**config.mk**
```make
export PLATFORM = sky130hd
export DESIGN_NAME = mc_ctrl
export DESIGN_NICKNAME = d
export VERILOG_FILES = /design/src/rtl/mc_ctrl.sv
export SDC_FILE = /design/constraint.sdc
export NUM_CORES = 1
export LEC_CHECK = 0
export ABC_AREA = 1
export CAP_MARGIN = 15
export CELL_PAD_IN_SITES_DETAIL_PLACEMENT = 1
export CELL_PAD_IN_SITES_GLOBAL_PLACEMENT = 2
export CORE_UTILIZATION = 28
export CTS_BUF_LIST = sky130_fd_sc_hd__clkbuf_2
export CTS_CLUSTER_DIAMETER = 30
export DETAILED_ROUTE_END_ITERATION = 7
export PLACE_DENSITY = 0.91
export SYNTH_ARGS = -nofsm -noshare
export SYNTH_HDL_FRONTEND = slang
export SYNTH_SLANG_ARGS = --single-unit
```
**constraint.sdc**
```tcl
create_clock -name clk -period 3.25 [get_ports clk]
set_input_delay 0.8125 -clock clk [delete_from_list [all_inputs] [get_ports clk]]
set_output_delay 0.8125 -clock clk [all_outputs]
set_load 0.05 [all_outputs]
```
**src/rtl/mc_ctrl.sv**
```systemverilog
// Multicycle LEGv8 control FSM: 3-5 cycles per instruction, plus one per mem_ready-low cycle in MEM_RD/MEM_WR.
// Backpressure: mem_ready low holds MEM_RD/MEM_WR (WAIT_EN=1); HALT is left only through reset.
module mc_ctrl #(
    parameter int OPC_W   = 11,
    parameter int CNT_W   = 32,
    parameter bit WAIT_EN = 1'b1
) (
    input  logic             clk,
    input  logic             rst_n,
    input  logic [OPC_W-1:0] opcode,
    input  logic             zero,
    input  logic             mem_ready,
    output logic             pc_write,
    output logic [1:0]       pc_src,
    output logic             ir_write,
    output logic             reg2loc,
    output logic             alu_src_a,
    output logic [1:0]       alu_src_b,
    output logic [1:0]       alu_op,
    output logic             mem_read,
    output logic             mem_write,
    output logic             reg_write,
    output logic             mem_to_reg,
    output logic             halt,
    output logic             inst_done,
    output logic [CNT_W-1:0] inst_cnt,
    output logic [3:0]       state
);

    localparam logic [3:0] IDLE     = 4'd0;
    localparam logic [3:0] FETCH    = 4'd1;
    localparam logic [3:0] DECODE   = 4'd2;
    localparam logic [3:0] MEM_ADDR = 4'd3;
    localparam logic [3:0] MEM_RD   = 4'd4;
    localparam logic [3:0] MEM_WB   = 4'd5;
    localparam logic [3:0] MEM_WR   = 4'd6;
    localparam logic [3:0] R_EXEC   = 4'd7;
    localparam logic [3:0] R_WB     = 4'd8;
    localparam logic [3:0] CBZ      = 4'd9;
    localparam logic [3:0] B_JMP    = 4'd10;
    localparam logic [3:0] HALT     = 4'd15;

    localparam logic [10:0] OP_ADD  = 11'b10001011000;
    localparam logic [10:0] OP_SUB  = 11'b11001011000;
    localparam logic [10:0] OP_AND  = 11'b10001010000;
    localparam logic [10:0] OP_ORR  = 11'b10101010000;
    localparam logic [10:0] OP_LDUR = 11'b11111000010;
    localparam logic [10:0] OP_STUR = 11'b11111000000;

    localparam logic [CNT_W-1:0] CNT_ONE = CNT_W'(1);

    logic [3:0]  cur_state;
    logic [3:0]  nxt_state;
    logic        is_load_q;
    logic [10:0] opc;
    logic        is_r;
    logic        is_ld;
    logic        is_st;
    logic        is_cbz;
    logic        is_b;
    logic        mem_hold;

    assign opc      = opcode[10:0];
    assign state    = cur_state;
    assign mem_hold = WAIT_EN && !mem_ready;

    always_comb begin
        is_r   = (opc == OP_ADD) || (opc == OP_SUB) || (opc == OP_AND) || (opc == OP_ORR);
        is_ld  = (opc == OP_LDUR);
        is_st  = (opc == OP_STUR);
        is_cbz = (opc[10:3] == 8'b10110100);
        is_b   = (opc[10:5] == 6'b000101);
    end

    always_ff @(posedge clk or negedge rst_n) begin
        if (!rst_n) begin
            cur_state <= IDLE;
            is_load_q <= 1'b0;
            inst_cnt  <= '0;
        end else begin
            cur_state <= nxt_state;
            if (cur_state == DECODE)
                is_load_q <= is_ld;
            if (inst_done)
                inst_cnt <= inst_cnt + CNT_ONE;
        end
    end

    always_comb begin
        nxt_state  = cur_state;
        pc_write   = 1'b0;
        pc_src     = 2'b00;
        ir_write   = 1'b0;
        reg2loc    = 1'b0;
        alu_src_a  = 1'b0;
        alu_src_b  = 2'b00;
        alu_op     = 2'b00;
        mem_read   = 1'b0;
        mem_write  = 1'b0;
        reg_write  = 1'b0;
        mem_to_reg = 1'b0;
        halt       = 1'b0;
        inst_done  = 1'b0;
        case (cur_state)
            IDLE: nxt_state = FETCH;
            FETCH: begin
                ir_write  = 1'b1;
                pc_write  = 1'b1;
                alu_src_b = 2'b01;
                nxt_state = DECODE;
            end
            DECODE: begin
                // ALUOut captures PC + offset<<2 here so CBZ/B can use it next cycle
                alu_src_b = 2'b11;
                reg2loc   = is_st || is_cbz;
                if (is_r)
                    nxt_state = R_EXEC;
                else if (is_ld || is_st)
                    nxt_state = MEM_ADDR;
                else if (is_cbz)
                    nxt_state = CBZ;
                else if (is_b)
                    nxt_state = B_JMP;
                else
                    nxt_state = HALT;
            end
            MEM_ADDR: begin
                alu_src_a = 1'b1;
                alu_src_b = 2'b10;
                nxt_state = is_load_q ? MEM_RD : MEM_WR;
            end
            MEM_RD: begin
                mem_read = 1'b1;
                if (!mem_hold)
                    nxt_state = MEM_WB;
            end
            MEM_WB: begin
                reg_write  = 1'b1;
                mem_to_reg = 1'b1;
                inst_done  = 1'b1;
                nxt_state  = FETCH;
            end
            MEM_WR: begin
                mem_write = 1'b1;
                reg2loc   = 1'b1;
                if (!mem_hold) begin
                    inst_done = 1'b1;
                    nxt_state = FETCH;
                end
            end
            R_EXEC: begin
                alu_src_a = 1'b1;
                alu_op    = 2'b10;
                nxt_state = R_WB;
            end
            R_WB: begin
                reg_write = 1'b1;
                alu_op    = 2'b10;
                inst_done = 1'b1;
                nxt_state = FETCH;
            end
            CBZ: begin
                alu_src_a = 1'b1;
                alu_op    = 2'b01;
                reg2loc   = 1'b1;
                pc_src    = 2'b10;
                pc_write  = zero;
                inst_done = 1'b1;
                nxt_state = FETCH;
            end
            B_JMP: begin
                pc_src    = 2'b10;
                pc_write  = 1'b1;
                inst_done = 1'b1;
                nxt_state = FETCH;
            end
            HALT: halt = 1'b1;
            default: nxt_state = IDLE;
        endcase
    end

endmodule
```
==> out/qor.csv <==
metric;value;unit
unrepaired setup endpoints after global routing;false;
Critical path origin;opcode[5];
Synth Warn #;0;
die extent in x;100;um
total congestion overflow;0;
DIE AREA;0.0101;mm^2
Rows;35;
reg-to-reg setup timing slack;1.26;ns
Worst EP required;2.44;ns
Synth Net Count;471;
leading cell types in the layout, fill and taps excluded;nand2_1 (204), nor2_1 (87), clkdlybuf4s50_1 (61);
Skew-Pair Late Insertion Delay;0.39;ns
crit path kind;in2out;
Max IR drop VDD;0.000111;V
worst reg2reg path depth;9;
Placer Congestion;0.833;
global-route wire length before repair;15.0;mm
#FFs+latches synth;37;
M3 GR Usage;3.48;%
Int Power;0.000533;W
largest net degree at the start of global routing;38;
run status;completed;
via count;2988;
initial antenna violation count;0;
fmax;324;MHz
Hold Fails Final Rpt;0;
Clock Skew;0.0155;ns
Tmin final;3.08;ns
crit-path max FO;3;
nets;538;
synth unique cells;25;
worst hold path type;in2async;
CTS Buf Count;5;
met2 GRT Util;33.7;%
Clk pwr share;30.5;%
cts hold-fix bufs;0;
clock sink total;37;
DRT iter0 DRCs;70;
# DRC;0;
GRT Util Overall;18.9;%
Clock transition at path regs;0.21;ns
DP HPWL;7.05;mm
PD cells;206;mW/mm^2
Post-Syn Area per Cell;5.95;um^2
ANT nets after route;0;
nature of the critical path startpoint;input port;
Least-Margin Pin Slew;0.881;ns
commonest non-fill, non-tap cell in the layout;nand2_1;
Sw Ratio;26.5;%
mapped cell area;0.00271;mm^2
sequential fraction of the synthesis area;34.2;%
share of layout cells above drive strength 1;4.21;%
routing usage on met1;23.7;%
Flop pwr share;63.5;%
Setup crit end kind;output port;
core area;0.00928;mm^2
maximum root-to-sink buffer count;2;
area grow syn2layout;30.0;%
H-tree depth;2;
layer with the highest usage;met2;
Leak Pwr;1.59;nW
Core Util, Final;37.9;%
Die Ht;100;um
Routed WL;8.86;mm
Reg-to-Reg Start;state[0];
setup bufs post-CTS;0;
CP endpoint;reg2loc;
Comb pwr share;5.9;%
Final TNS setup;0;ns
Routed WL per cell;13.6;um
Max-slew headroom;41.3;%
initial core utilization;29.1;%
switching power;0.000192;W
vias per cell;4.58;
io pins;67;
CTS tree;done;
Antenna Cells;0;
endpoints failing setup;0;
final period utilization;94.9;%
port bufs;65;
post-CTS resize count;0;
Slew Limit Fails;0;
Critical Path AT;2.27;ns
reg-to-reg critical path endpoint;inst_cnt[2];
total iterations of the first detailed-routing run;4;
Post-Synthesis Cells;455;
vias in the first global route;3140;
root buffer cell;clkbuf_2;
Max-Cap Viols;0;
-- logic make-up after synthesis --
group | count (synthesis) | share of synthesized area (%)
AOI/OAI and AO/OA | 17 | 3.33
and+or+nand+nor | 332 | 48.9
DFF | 37 | 34.2
adders and majority gates | 1 | 0.462
xor gates and xnor gates | 11 | 3.56
buffers and inverters | 56 | 9.34
other | 1 | 0.139
-- worst min path at each step --
stage	endpoint	slack, ns	start
2_1_floorplan	is_load_q	0.45	is_load_q
3_3_place_gp	is_load_q	0.48	is_load_q
3_5_place_dp	is_load_q	0.49	is_load_q
4_1_cts	inst_cnt[21]	0.50	rst_n
5_1_grt	inst_cnt[21]	0.54	rst_n
6_report	inst_cnt[21]	0.50	rst_n
-- power groups by stage --
stage / Clock [W] / Sequential [W] / Combinational (W)
6_report: 0.000221 / 0.000461 / 0.0000431
5_1_grt: 0.000250 / 0.000461 / 0.0000490
4_1_cts: 0.000238 / 0.000461 / 0.0000443
3_5_place_dp: 0 / 0.000469 / 0.0000442
3_3_place_gp: 0 / 0.000469 / 0.0000433
2_1_floorplan: 0 / 0.000469 / 0.0000133
-- per-layer routing --
metal / share of wire [%] / routed length [um] / vias up
met5: 0 / 0 / -
li1: - / - / 1516
met3: 3.5 / 307 / 8
met1: 47 / 4170 / 1410
met2: 48 / 4280 / 54
met4: 1.1 / 97 / 0
-- flip-flops by register name (all words and copies together), names as in the netlist --
signal     flops
is_load_q      1
state          4
inst_cnt      32
-- worst max-delay path, cell delays in order --
cell and delay (ns):
clkdlybuf4s50_1 0.48, inv_1 0.06, nor2_1 0.09, nand2_1 0.06, nor2_1 0.21, a31oi_1 0.07, o21ai_0 0.31, buf_12 0.19
-- cell usage after synthesis, drive strengths merged --
| cell type | number | area [um^2] |
|---|---|---|
| nand2 | 205 | 772 |
| nor2 | 91 | 357 |
| inv | 49 | 184 |
| dfrtp | 37 | 926 |
| nand3 | 25 | 125 |
| o21ai | 12 | 60.1 |
| xor2 | 10 | 87.6 |
| buf | 7 | 68.8 |
| nand4 | 5 | 31.3 |
| a21oi | 3 | 15.0 |
| nand3b | 3 | 22.5 |
| nor3 | 2 | 10.0 |
| a31oi | 1 | 6.26 |
| and2 | 1 | 6.26 |
| conb | 1 | 3.75 |
| ha | 1 | 12.5 |
| o221ai | 1 | 8.76 |
| xnor2 | 1 | 8.76 |
-- layout make-up --
class / count / area [um^2]
clock buffers: 6 / 30.0
clock inverters: 2 / 10.0
fillers: 1275 / 5770
inverters: 49 / 184
multi-input cells: 362 / 1530
flip-flops and latches: 37 / 926
well taps: 129 / 161
repair buffers: 67 / 678
-- metrics by stage --
step	total power, W	area, um^2	hold slack (ns)	cells	setup slack (ns)
CTS	0.000744	3520	0.504	652	0.138
global placement	0.000512	3480	0.478	644	0.204
global route	0.000761	3520	0.542	652	0.0701
finish	0.000726	3520	0.500	652	0.167
floorplan	0.000483	2710	0.453	455	0.155
detailed placement	0.000513	3480	0.486	644	0.170
Power figures use the tool's default switching activity.
